<file path="src/rtl/delay_pkg.sv">
// rtl/delay_pkg.sv - shared state encoding and counter-width helper for delay_timer_mc
package delay_pkg;

  typedef enum logic [1:0] {
    IDLE = 2'd0,
    RUN  = 2'd1,
    DONE = 2'd2
  } dly_state_e;

  // One spare bit above the widest product so data * ticks never truncates.
  function automatic int dly_cw(input int dw, input int t);
    return dw + $clog2(t) + 1;
  endfunction

endpackage

</file>
<file path="src/rtl/delay_chan.sv">
// rtl/delay_chan.sv - one delay channel: start sync/edge, FSM, down-counter, period register
module delay_chan
  import delay_pkg::*;
#(
  parameter int DW = 12,
  parameter int T  = 32
) (
  input  logic          clk,
  input  logic          rst_n,
  input  logic          start,
  input  logic          stop,
  input  logic          mode,
  input  logic [DW-1:0] data,
  output logic          flag,
  output logic          expire,
  output logic          busy
);

  localparam int CW = dly_cw(DW, T);
  localparam logic [CW-1:0] T_CW = CW'(T);
  localparam logic [CW-1:0] ONE  = CW'(1);

  dly_state_e    state_q, state_d;
  logic [CW-1:0] cnt_q, cnt_d;
  logic [CW-1:0] per_q, per_d;
  logic          mode_q, mode_d;
  logic          flag_q, flag_d;
  logic          expire_q, expire_d;
  logic          s1_q, s1_d;
  logic          s2_q, s2_d;
  logic          edge_det;
  logic [CW-1:0] n_load;

  assign edge_det = s1_q & ~s2_q;
  assign n_load   = CW'(data) * T_CW;

  always_comb begin
    s1_d     = start;
    s2_d     = s1_q;
    state_d  = state_q;
    cnt_d    = cnt_q;
    per_d    = per_q;
    mode_d   = mode_q;
    flag_d   = flag_q;
    expire_d = 1'b0;
    if (stop) begin
      // Stop wins over both a pending load and a due expiry.
      state_d = IDLE;
      flag_d  = 1'b0;
      cnt_d   = '0;
    end else if (edge_det) begin
      cnt_d   = n_load;
      per_d   = n_load;
      mode_d  = mode;
      flag_d  = 1'b0;
      state_d = RUN;
    end else begin
      case (state_q)
        RUN: begin
          if (cnt_q == '0) begin
            expire_d = 1'b1;
            if (mode_q) begin
              flag_d = ~flag_q;
              cnt_d  = (per_q == '0) ? '0 : per_q - ONE;
            end else begin
              flag_d  = 1'b1;
              state_d = DONE;
            end
          end else begin
            cnt_d = cnt_q - ONE;
          end
        end
        default: ;
      endcase
    end
  end

  always_ff @(posedge clk or negedge rst_n) begin
    if (!rst_n) begin
      state_q  <= IDLE;
      cnt_q    <= '0;
      per_q    <= '0;
      mode_q   <= 1'b0;
      flag_q   <= 1'b0;
      expire_q <= 1'b0;
      s1_q     <= 1'b0;
      s2_q     <= 1'b0;
    end else begin
      state_q  <= state_d;
      cnt_q    <= cnt_d;
      per_q    <= per_d;
      mode_q   <= mode_d;
      flag_q   <= flag_d;
      expire_q <= expire_d;
      s1_q     <= s1_d;
      s2_q     <= s2_d;
    end
  end

  assign flag   = flag_q;
  assign expire = expire_q;
  assign busy   = (state_q == RUN);

endmodule

</file>
<file path="src/rtl/delay_timer_mc.sv">
// rtl/delay_timer_mc.sv - multi-channel ms delay timer top; DELAY_SIM_SCALE_EN selects the sim tick rate
module delay_timer_mc
  import delay_pkg::*;
#(
  parameter int CH               = 4,
  parameter int DW               = 12,
  parameter int TICKS_PER_MS     = 32,
  parameter int TICKS_PER_MS_SIM = 2
) (
  input  logic             i_clk_32k,
  input  logic             i_rst_n,
  input  logic [CH-1:0]    i_start,
  input  logic [CH-1:0]    i_stop,
  input  logic [CH-1:0]    i_mode,
  input  logic [CH-1:0]    i_dly_en,
  input  logic [CH*DW-1:0] i_data,
  output logic [CH-1:0]    o_delay_time,
  output logic [CH-1:0]    o_expire,
  output logic [CH-1:0]    o_busy
);

`ifdef DELAY_SIM_SCALE_EN
  localparam int T_EFF = TICKS_PER_MS_SIM;
`else
  localparam int T_EFF = TICKS_PER_MS;
`endif

  logic [CH-1:0] flag;

  for (genvar c = 0; c < CH; c++) begin : g_ch
    delay_chan #(
      .DW (DW),
      .T  (T_EFF)
    ) u_chan (
      .clk    (i_clk_32k),
      .rst_n  (i_rst_n),
      .start  (i_start[c]),
      .stop   (i_stop[c]),
      .mode   (i_mode[c]),
      .data   (i_data[c*DW +: DW]),
      .flag   (flag[c]),
      .expire (o_expire[c]),
      .busy   (o_busy[c])
    );
  end

  assign o_delay_time = i_dly_en & flag;

endmodule

</file>
<file path="config.mk">
export PLATFORM = sky130hd
export DESIGN_NAME = delay_timer_mc
export DESIGN_NICKNAME = d
export VERILOG_FILES = /design/src/rtl/delay_pkg.sv /design/src/rtl/delay_chan.sv /design/src/rtl/delay_timer_mc.sv
export SDC_FILE = /design/constraint.sdc
export NUM_CORES = 1
export LEC_CHECK = 0
export BUFFER_PORTS_ARGS = -buffer_cell sky130_fd_sc_hd__buf_2
export CORE_MARGIN = 3
export CORE_UTILIZATION = 32
export DETAILED_ROUTE_END_ITERATION = 10
export PLACE_DENSITY = 0.45
export SETUP_SLACK_MARGIN = 0.15
export SLEW_MARGIN = 20
export SYNTH_ARGS = -nofsm -noshare
export SYNTH_HDL_FRONTEND = slang
export SYNTH_HIERARCHICAL = 1
export SYNTH_SLANG_ARGS = --single-unit
</file>
<file path="constraint.sdc">
create_clock -name i_clk_32k -period 2.84 [get_ports i_clk_32k]
set_input_delay 0 -clock i_clk_32k [delete_from_list [all_inputs] [get_ports i_clk_32k]]
set_output_delay 0 -clock i_clk_32k [all_outputs]
set_load 0.02 [all_outputs]
</file>
==> run_results.csv, run 1 <==
group,metric,value,unit
synthesis,synth_edf_count,0,
clock_network,clk_path_buf_depth,2,
synthesis,avgSynthCellArea,8.92,sq um
detailed_routing,drt_iter0_markers,561,
grt,grt_max_degree,68,
detailed_routing,vias_per_cell,5.51,
clock_network,path_clk_slew,0.07,ns
critical_path,crit_family,"simple AND/OR/NAND/NOR gates",
critical_path,critical-path-max-stage-delay,0.50,ns
detailed_routing,wl,28800,um
critical_path,critPathKind,"reg2reg",
critical_path,cp-start-kind,"flop",
timing,rsz0062_at_grt,"false",
synthesis,synth_area_leaders,"dfrtp_1 40%, nand2_1 6.5%, nor3_1 3.7%",
synthesis,ys_types,76,
placed_design,portBuffers,77,
synthesis,yosysWarnings,6,
synthesis,synth_async_sr_flop_share,100,%
timing,worstMarginPinSlew,0.643,ns
grt,grt_pass1_wl,47500,um
critical_path,arrival,2.87,ns
timing,drv_slew,0,
floorplanning,coreArea,28000,sq um
grt,grt_pass1_vias,8759,
critical_path,path_cells,"inv_1, ha_1, or4b_4, or3_4, o31ai_4, buf_4, nor3_1, a22o_1",
final_layout,final_common_cell,"nand2_1",
synthesis,syn_area,9190,sq um
clock_network,h-tree-depth,4,
clock_network,clock-root-buffer,"clkbuf_16",
synthesis,synth_flop_cell,"dfrtp_1",
final_layout,num_antenna_cells,0,
final_layout,mostFrequentLayoutCells,"160 x nand2_1, 148 x dfrtp_1, 76 x buf_2",
floorplanning,ios,78,
synthesis,seq_area_frac_synth,40.3,%
run,drv_cap,0,
placed_design,gp_congestion,0.837,
grt,antenna_found_initial,0,
detailed_routing,ant_nets,0,
timing,hold_viol,0,
timing,fin_crit_sh,90.3,%
critical_path,cp_data_required_time,3.15,ns
hold_path,hold_path.class,"in2reg",
critical_path,slowest_stage,"or4b_4",
floorplanning,num_rows,61,
synthesis,yosys.area.top_type,"dfrtp_1",
final_layout,drive_gt1_share,18.5,%
final_layout,fillers,2837,
clock_network,numCtsBuffers,17,
critical_path,cp.buffers_inverters,2,
power,ir_worst_vdd,0.372,mV
clock_network,clk_latency,0.43,ns
floorplanning,start_util,32.8,%
power,p_total,7.42,mW
synthesis,yosys.area.top_type_share,40.3,%
timing,setup_viol,0,
timing,fin_setup_tns,0,ns
critical_path,path_max_fanout,5,
floorplanning,die_y,175,um
timing,hold-worst-slack,0.00910,ns
timing,post-route-min-period,2.56,ns
final_layout,syn2layout_area_growth,25.0,%
detailed_routing,wl_per_cell,18.1,um
timing,fmax,390,MHz
clock_network,cts_tree,"yes",
grt,grtUsageTotal,18.8,%
clock_network,cts.sinks,148,
final_layout,final_net_count,1273,
detailed_routing,drt-pass1-iter-count,5,
final_layout,fin_util,41.0,%
timing,skew,0.0115,ns
critical_path,end_kind,"flop",
final_layout,multi_input_area,5150,sq um
run_status,outcome,"complete, no violations",
detailed_routing,drc,0,
detailed_routing,vias,8735,
grt,grt_overflow,0,
power,p_leak,4.82,nW
timing,maxSlewHeadroom,57.0,%
floorplanning,dieArea,30800,sq um
synthesis,yosys_register_bits,148,
final_layout,seqCellArea,3700,sq um
placed_design,dp_hpwl,20600,um
power,p_per_area,646,nW/um^2
synthesis,synth_nets,1109,
synthesis,synth_cells,1031,
floorplanning,die_w,175,um
==> through the flow <==
step | instance area [sq um] | setup WS (ns) | std cells
2_1_floorplan | 9190 | 0.545 | 1031
3_3_place_gp | 10300 | 0.379 | 1492
3_5_place_dp | 10300 | 0.326 | 1492
4_1_cts | 11500 | 0.314 | 1584
5_1_grt | 11500 | 0.160 | 1585
6_report | 11500 | 0.277 | 1585
==> cell type report <==
type	count	share of cell area, %
well taps	378	4.11
inverters	42	1.37
repair buffers	187	12.0
clock inverters	12	1.58
flip-flops and latches	148	32.2
clock buffers	19	3.85
multi-input cells	799	44.8
==> timing repair <==
item                                    CTS  global route
buffers inserted                          0             1
hold endpoints to repair                206             0
hold buffers                             61             0
gates resized for setup                   0             1
endpoints found under the setup margin    0             2
==> worst register-to-register path, cell delays in order, from the launching register on <==
cell     delay, ns
dfrtp_1       0.43
inv_1         0.15
ha_1          0.19
or4b_4        0.50
or3_4         0.45
o31ai_4       0.33
buf_4         0.19
nor3_1        0.04
a22o_1        0.18
==> state kept, by name (all words and copies together) (netlist names) <==
signal               flops
g_ch.u_chan/flag         4
g_ch.u_chan/per_q       48
g_ch.u_chan/cnt_q       72
g_ch.u_chan/state_q      8
g_ch.u_chan/s1_q         4
g_ch.u_chan/s2_q         4
g_ch.u_chan/mode_q       4
g_ch.u_chan/expire       4
==> path summary, 6_finish.rpt <==
| kind | start | to | slack, ns | depth (start not counted) |
|---|---|---|---|---|
| max | g_ch[2].u_chan/per_q[5] | g_ch[2].u_chan/cnt_q[4] | 0.28 | 8 |
| min | i_stop[1] | g_ch[1].u_chan/per_q[8] | 0.009 | 4 |
| max reg2reg | g_ch[2].u_chan/per_q[5] | g_ch[2].u_chan/cnt_q[4] | 0.28 | 8 |
| min reg2reg | g_ch[0].u_chan/s1_q | g_ch[0].u_chan/s2_q | 0.38 | 0 |
| max in group asynchronous | i_rst_n | g_ch[0].u_chan/cnt_q[2] | 1.85 | 3 |
| min in group asynchronous | i_rst_n | g_ch[2].u_chan/s2_q | 0.05 | 2 |
==> Yosys cell counts, types with 4 or more instances <==
master     instances
nand2_1          160
dfrtp_1          148
nor3_1            68
nor2_1            47
o21ai_0           44
inv_1             42
a21oi_1           39
a31oi_1           30
clkbuf_1          30
nand4_1           26
nor4_1            26
o211ai_1          24
nand3_1           23
or3_1             19
xnor2_1           19
o2111ai_1         15
xor2_1            15
o311ai_0          14
ha_1              12
nand2b_1          12
or4_1             12
buf_2             11
a32o_1             9
o22ai_1            9
o31ai_1            9
or4_4              9
a21o_1             8
and2_1             7
mux2_2             7
a221o_2            6
a32oi_1            6
nor2b_1            6
a41oi_1            5
and3_1             5
o21a_1             5
a22oi_1            4
nand3b_1           4
nor3_2             4
nor4_4             4
nor4b_1            4
o22a_1             4
o41ai_1            4
or2_2              4
or3b_2             4
==> where the power goes <==
group	switching [mW]	internal, mW
Clock	0.966	1.49
Sequential	0.458	2.40
Combinational	1.17	0.937
==> cell families (layout without fill, tap and decap cells) <==
group,Yosys count,count (layout),synth area share [%]
and+or+nand+nor,472,472,28.5
AOI/OAI and AO/OA,271,271,21.5
DFF,148,148,40.3
buffers and inverters,84,260,3.66
xor gates and xnor gates,34,34,3.24
adders and majority gates,12,12,1.63
muxes,10,10,1.18
==> layer usage <==
metal | vias to the layer above | GRT usage [%] | part of all wire, % | wire (um)
met1 | 4286 | 27.0 | 50 | 14300
met3 | 27 | 3.11 | 3.1 | 890
met5 | - | 0 | 0 | 0
met4 | 0 | 4.82 | 1.4 | 414
li1 | 4256 | - | - | -
met2 | 166 | 29.7 | 46 | 13200
(Power assumes the default switching activity.)
==> inputs of run 2 (changes only) <==
==> constraint.sdc (replaced) <==
create_clock -name i_clk_32k -period 3.23 [get_ports i_clk_32k]
set_input_delay 0 -clock i_clk_32k [delete_from_list [all_inputs] [get_ports i_clk_32k]]
set_output_delay 0 -clock i_clk_32k [all_outputs]
set_load 0.02 [all_outputs]
==> run 2 against run 1 <==
Net effect: die area did not move; worst setup slack improved by 0.33 ns; clock power fell by 19%; critical path type unchanged; worst hold slack improved by 0.057 ns; routed wire length fell by 0.85%; count of clock-buffer cells in the layout rose by 1; global-route usage rose by 0.18 points; maximum frequency fell by 2.1%; final cell count fell by 1.0%; combinational power fell by 14%; design area fell by 1.5%.
==> run_results.csv, run 2 (synthesis results as in run 1) <==
group,metric,value,unit
final_layout,regMostFlops,"g_ch.u_chan/cnt_q",
final_layout,syn2layout_area_growth,23.1,%
final_layout,final_net_count,1256,
clock_network,path_clk_slew,0.06,ns
timing,fmax,382,MHz
timing,drv_slew,0,
timing,hold_viol,0,
final_layout,drive_gt1_share,17.2,%
floorplanning,ios,78,
power,p_total,6.31,mW
timing,setup_viol,0,
timing,fin_setup_tns,0,ns
critical_path,worst-path-stages,7,
placed_design,gp_congestion,0.838,
placed_design,pre_cts_ws,0.636,ns
detailed_routing,ant_nets,0,
grt,grt_max_degree,70,
timing,skew,0.0140,ns
run,drv_cap,0,
final_layout,final_common_cell,"nand2_1",
critical_path,ff2ff_path_depth,7,
floorplanning,coreArea,28000,sq um
clock_network,clk_latency,0.43,ns
timing,worstMarginPinSlew,0.799,ns
run_status,outcome,"complete, no violations",
placed_design,dp.cells,1475,
final_layout,num_antenna_cells,0,
critical_path,path_cells,"inv_1, ha_1, nor3b_4, and3_1, a21o_1, nand2_1, mux2_2",
critical_path,cp.buffers_inverters,1,
critical_path,slowest_stage,"dfrtp_1",
detailed_routing,drt_iter0_markers,602,
detailed_routing,drc,0,
final_layout,mostFrequentLayoutCells,"160 x nand2_1, 148 x dfrtp_1, 76 x buf_2",
detailed_routing,vias_per_cell,5.52,
final_layout,fin_cells,1569,
floorplanning,die_y,175,um
clock_network,h-tree-depth,4,
clock_network,clock-root-buffer,"clkbuf_16",
floorplanning,num_rows,61,
floorplanning,start_util,32.8,%
grt,grt_overflow,0,
timing,fin_crit_sh,81.1,%
grt,grt_pass1_vias,8699,
grt,antenna_found_initial,0,
timing,rsz0062_at_grt,"false",
detailed_routing,wl,28500,um
clock_network,cts_resized,0,
hold_path,hold_path.class,"in2reg",
detailed_routing,wl_per_cell,18.2,um
timing,maxSlewHeadroom,46.7,%
placed_design,post_dp_cell_area,10100,sq um
clock_network,cts_tree,"yes",
detailed_routing,vias,8662,
floorplanning,die_w,175,um
hold_path,min_path_cells,4,
critical_path,arrival,2.93,ns
placed_design,dp_hpwl,20400,um
detailed_routing,drt-pass1-iter-count,4,
grt,grtUsageTotal,19.0,%
final_layout,largest_register_ffs,72,
placed_design,portBuffers,77,
final_layout,postLayoutCellArea,11300,sq um
floorplanning,dieArea,30800,sq um
critical_path,critPathKind,"reg2reg",
clock_network,numCtsBuffers,17,
power,p_leak,4.72,nW
critical_path,end_kind,"flop",
critical_path,cp-start-kind,"flop",
clock_network,cts.sinks,148,
power,p_per_area,557,nW/um^2
power,ir_worst_vdd,0.321,mV
timing,hold-worst-slack,0.0663,ns
final_layout,top_regs,"g_ch.u_chan/cnt_q: 72 flops, g_ch.u_chan/per_q: 48 flops, g_ch.u_chan/state_q: 8 flops",
timing,post-route-min-period,2.62,ns
critical_path,critical-path-max-stage-delay,0.42,ns
critical_path,crit_family,"simple AND/OR/NAND/NOR gates",
final_layout,fin_util,40.4,%
timing,setup_slack,0.612,ns
clock_network,clk_path_buf_depth,2,
critical_path,cp_data_required_time,3.54,ns
grt,grt_pass1_wl,47500,um
critical_path,path_max_fanout,14,
==> run 2: cell count changes in the layout (fill, tap and decap cells not counted), sizes merged <==
cell,delta
buf,-18
inv,+6
bufinv,-3
clkinv,-2
clkbuf,+1
clkinvlp,-1
dlygate4sd3,+1
==> run 2: routing by layer <==
layer	up-vias	global-route usage, %	share of wire, %
li1	4221	-	-
met2	169	30.8	46
met3	23	2.79	3.7
met5	-	0	0
met4	0	5.15	1.6
met1	4249	26.7	48
==> run 2: path summary, 6_finish.rpt <==
| check | from | to | slack [ns] |
|---|---|---|---|
| max in group asynchronous | i_rst_n | g_ch[1].u_chan/per_q[14] | 2.22 |
| min in group asynchronous | i_rst_n | g_ch[2].u_chan/per_q[16] | 0.15 |
| setup reg to reg | g_ch[1].u_chan/cnt_q[0] | g_ch[1].u_chan/cnt_q[1] | 0.61 |
| setup / recovery | g_ch[1].u_chan/cnt_q[0] | g_ch[1].u_chan/cnt_q[1] | 0.61 |
| hold / removal | i_stop[2] | g_ch[2].u_chan/cnt_q[16] | 0.07 |
| hold reg to reg | g_ch[0].u_chan/s1_q | g_ch[0].u_chan/s2_q | 0.38 |
==> run 2: power breakdown <==
part	leakage, nW	switching, mW	internal (mW)	total, mW
combinational	2.55	1.02	0.792	1.81
sequential	1.90	0.404	2.11	2.51
clock	0.275	0.872	1.12	1.99
total	4.72	2.29	4.01	6.31
==> run 2: final cells by class <==
type                    count  area (sq um)
clock buffers              20           457
fillers                  2806         16700
well taps                 378           473
inverters                  42           158
repair buffers            170          1260
flip-flops and latches    148          3700
multi-input cells         799          5150
clock inverters            12           119
==> run 2: worst min-delay path: stages <==
cell and delay, ns:
buf_2 0.10, nor2_1 0.09, a32oi_1 0.16, nand3_1 0.08
==> run 2: repair_timing <==
| item | 4_1_cts | 5_1_grt |
|---|---|---|
| buffers inserted | 0 | 0 |
| hold buffers | 62 | 0 |
| endpoints found under the hold margin | 170 | 0 |
| setup endpoints to repair | 0 | 0 |
==> inputs of run 3 (changes only) <==
--- a/config.mk
+++ b/config.mk
@@ -5,11 +5,12 @@
 export SDC_FILE = /design/constraint.sdc
 export NUM_CORES = 1
 export LEC_CHECK = 0
+export ABC_AREA = 1
 export BUFFER_PORTS_ARGS = -buffer_cell sky130_fd_sc_hd__buf_2
 export CORE_MARGIN = 3
 export CORE_UTILIZATION = 32
 export DETAILED_ROUTE_END_ITERATION = 10
-export PLACE_DENSITY = 0.45
+export PLACE_DENSITY = 0.47
 export SETUP_SLACK_MARGIN = 0.15
 export SLEW_MARGIN = 20
 export SYNTH_ARGS = -nofsm -noshare
==> constraint.sdc (replaced) <==
create_clock -name i_clk_32k -period 2.4 [get_ports i_clk_32k]
set_input_delay 0 -clock i_clk_32k [delete_from_list [all_inputs] [get_ports i_clk_32k]]
set_output_delay 0 -clock i_clk_32k [all_outputs]
set_load 0.02 [all_outputs]
==> run 3 against run 2 <==
Net effect: clock power rose by 38%; worst setup slack worse by 0.25 ns; critical path type unchanged; highest routed layer unchanged; routed wire length rose by 3.7%; design area increased by 8.4%; non-clock buffer count decreased by 3; flip-flop and latch count is the same; clock skew decreased by 0.0072 ns; power up 41%; critical endpoint is now g_ch[2].u_chan/cnt_q[0]; register-to-register slack got worse by 0.25 ns; maximum frequency grew 29%; via count rose by 14%; count of clock-buffer cells in the layout fell by 1.
==> run_results.csv, run 3 <==
group,metric,value,unit
run_status,outcome,"complete, no violations",
grt,grt_pass1_wl,49200,um
timing,post-route-min-period,2.03,ns
detailed_routing,drt-pass1-iter-count,5,
timing,maxSlewHeadroom,61.0,%
synthesis,yosys.area.top_type,"dfrtp_1",
final_layout,regMostFlops,"g_ch.u_chan/cnt_q",
synthesis,synth_flop_cell,"dfrtp_1",
detailed_routing,drc,0,
timing,rsz0062_at_grt,"false",
timing,setup_slack,0.366,ns
final_layout,postLayoutCellArea,12300,sq um
synthesis,synthAdderAreaFrac,1.49,%
grt,antenna_found_initial,0,
detailed_routing,vias,9836,
final_layout,largest_register_ffs,72,
run,drv_cap,0,
clock_network,cts.sinks,148,
grt,grt_pass1_vias,9645,
critical_path,critPathLaunch,"g_ch[2].u_chan/cnt_q[0]",
floorplanning,dieArea,33800,sq um
synthesis,synth_async_sr_flop_share,100,%
final_layout,num_antenna_cells,0,
final_layout,top_regs,"g_ch.u_chan/cnt_q: 72 flops, g_ch.u_chan/per_q: 48 flops, g_ch.u_chan/state_q: 8 flops",
synthesis,yosysWarnings,6,
timing,fmax,492,MHz
placed_design,dp_hpwl,21900,um
synthesis,synth_common_cells,"423 x nand2_1, 284 x nor2_1, 201 x inv_1",
floorplanning,die_w,184,um
placed_design,dp.cells,2013,
power,p_total,8.87,mW
floorplanning,coreArea,30800,sq um
synthesis,synth_nets,1621,
synthesis,synthSimpleGateAreaFrac,42.2,%
timing,hold_viol,0,
synthesis,synth_compound_area_share,6.99,%
critical_path,path_cells,"inv_1, ha_1, nand2_2, nor2_4, nand2_1, nor2_1, nand3_1, nand2_4, inv_4, nand3_1, o21ai_2",
critical_path,rrSetupSlack,0.37,ns
timing,skew,0.00679,ns
final_layout,syn2layout_area_growth,21.4,%
critical_path,critical-path-max-stage-delay,0.38,ns
floorplanning,num_rows,64,
critical_path,worst-path-stages,11,
timing,drv_slew,0,
detailed_routing,ant_nets,0,
timing,setup_viol,0,
power,ir_worst_vdd,0.531,mV
clock_network,h-tree-depth,4,
synthesis,synth_edf_count,0,
grt,grt_overflow,0,
critical_path,cp.buffers_inverters,2,
critical_path,cp-start-kind,"flop",
timing,worstMarginPinSlew,0.584,ns
synthesis,synth_top_family_by_area,"simple AND/OR/NAND/NOR gates",
floorplanning,start_util,32.8,%
synthesis,syn_area,10100,sq um
grt,grtUsageTotal,18.0,%
synthesis,synth_cells,1543,
floorplanning,ios,78,
detailed_routing,wl_per_cell,14.0,um
final_layout,fin_cells,2116,
synthesis,ys_types,33,
final_layout,final_net_count,1785,
clock_network,clk_latency,0.44,ns
critical_path,crit_top_cell,"nand3_1",
clock_network,clk_path_buf_depth,2,
clock_network,clock-root-buffer,"clkbuf_16",
synthesis,synth_area_leaders,"dfrtp_1 37%, nand2_1 16%, nor2_1 11%",
critical_path,ff2ff_path_depth,11,
detailed_routing,wl,29600,um
detailed_routing,vias_per_cell,4.65,
synthesis,yosys.area.top_type_share,36.6,%
critical_path,r2r_end,"g_ch[2].u_chan/cnt_q[0]",
grt,grt_max_degree,58,
placed_design,pre_cts_ws,0.291,ns
timing,fin_crit_sh,84.8,%
critical_path,crit_path_end,"g_ch[2].u_chan/cnt_q[0]",
placed_design,post_dp_cell_area,11000,sq um
critical_path,crit_family,"simple AND/OR/NAND/NOR gates",
power,p_per_area,723,nW/um^2
critical_path,cp_data_required_time,2.72,ns
synthesis,synth_xor_area_share,3.03,%
final_layout,final_common_cell,"nand2_1",
critical_path,rr_startpoint,"g_ch[2].u_chan/cnt_q[0]",
floorplanning,die_y,184,um
critical_path,end_kind,"flop",
final_layout,mostFrequentLayoutCells,"423 x nand2_1, 284 x nor2_1, 201 x inv_1",
final_layout,drive_gt1_share,12.6,%
hold_path,hold_path.class,"in2async",
critical_path,critPathKind,"reg2reg",
detailed_routing,drt_iter0_markers,479,
critical_path,arrival,2.36,ns
synthesis,avgSynthCellArea,6.55,sq um
placed_design,portBuffers,77,
synthesis,synth.most_common_cell,"nand2_1",
placed_design,gp_congestion,0.854,
synthesis,seq_area_frac_synth,36.6,%
clock_network,cts_tree,"yes",
critical_path,path_max_fanout,19,
critical_path,slowest_stage,"dfrtp_1",
clock_network,numCtsBuffers,17,
synthesis,yosys_register_bits,148,
synthesis,synth_mux_area_share,0,%
timing,fin_setup_tns,0,ns
power,p_leak,6.41,nW
clock_network,path_clk_slew,0.06,ns
==> run 3: cell families after synthesis <==
group,count (synthesis)
XOR/XNOR,35
buffers and inverters,237
AND/OR/NAND/NOR,980
adder cells (fa/ha/maj),12
flip-flops,148
AO/OA/AOI/OAI,131
==> run 3: worst min path at each step <==
stage	to	slack (ns)	cells after the start
2_1_floorplan	g_ch[0].u_chan/cnt_q[0]	-0.30	0
3_3_place_gp	g_ch[0].u_chan/s1_q	0.03	1
3_5_place_dp	g_ch[0].u_chan/per_q[8]	0.03	1
4_1_cts	g_ch[0].u_chan/s1_q	0.12	2
5_1_grt	g_ch[0].u_chan/s1_q	0.16	2
6_report	g_ch[0].u_chan/per_q[8]	0.11	2
==> run 3: area by class of cell <==
type	count	area, sq um
repair buffers	167	1230
well taps	396	495
flip-flops and latches	148	3700
multi-input cells	1158	5430
clock buffers	19	453
fillers	3284	18600
inverters	215	817
clock inverters	13	134
==> run 3: per-stage QoR <==
stage	utilization [%]	hold WS, ns
after floorplan	-	-0.296
after global placement	35.7	0.0253
after detailed placement	35.7	0.0275
after CTS	39.5	0.117
after global routing	39.8	0.158
final	39.8	0.113
==> run 3: report_power, final <==
group / switching [mW] / total [mW] / internal [mW] / leakage [nW]
logic: 1.78 / 2.83 / 1.05 / 4.24
clock network: 1.16 / 2.74 / 1.58 / 0.284
registers: 0.446 / 3.31 / 2.87 / 1.88
==> run 3: metal layers <==
metal	part of all wire (%)	routed length (um)	GRT usage, %
met3	2.9	869	2.89
met2	46	13500	30.0
met4	0.72	214	3.39
met1	51	15000	24.9
met5	0	0	0
==> run 3: what timing repair did <==
action	4_1_cts	5_1_grt
hold endpoints to repair	162	0
resized for setup	0	1
endpoints found under the setup margin	0	34
hold buffers	61	0
buffers inserted	0	10
==> run 3: worst reg2reg max path: cells and delay by family, from the launching register on <==
| family | cells | cell delay [ns] |
|---|---|---|
| AO/OA/AOI/OAI | 1 | 0.06 |
| adder cells (fa/ha/maj) | 1 | 0.25 |
| buffers and inverters | 2 | 0.27 |
| AND/OR/NAND/NOR | 7 | 0.96 |
| flip-flops | 1 | 0.38 |
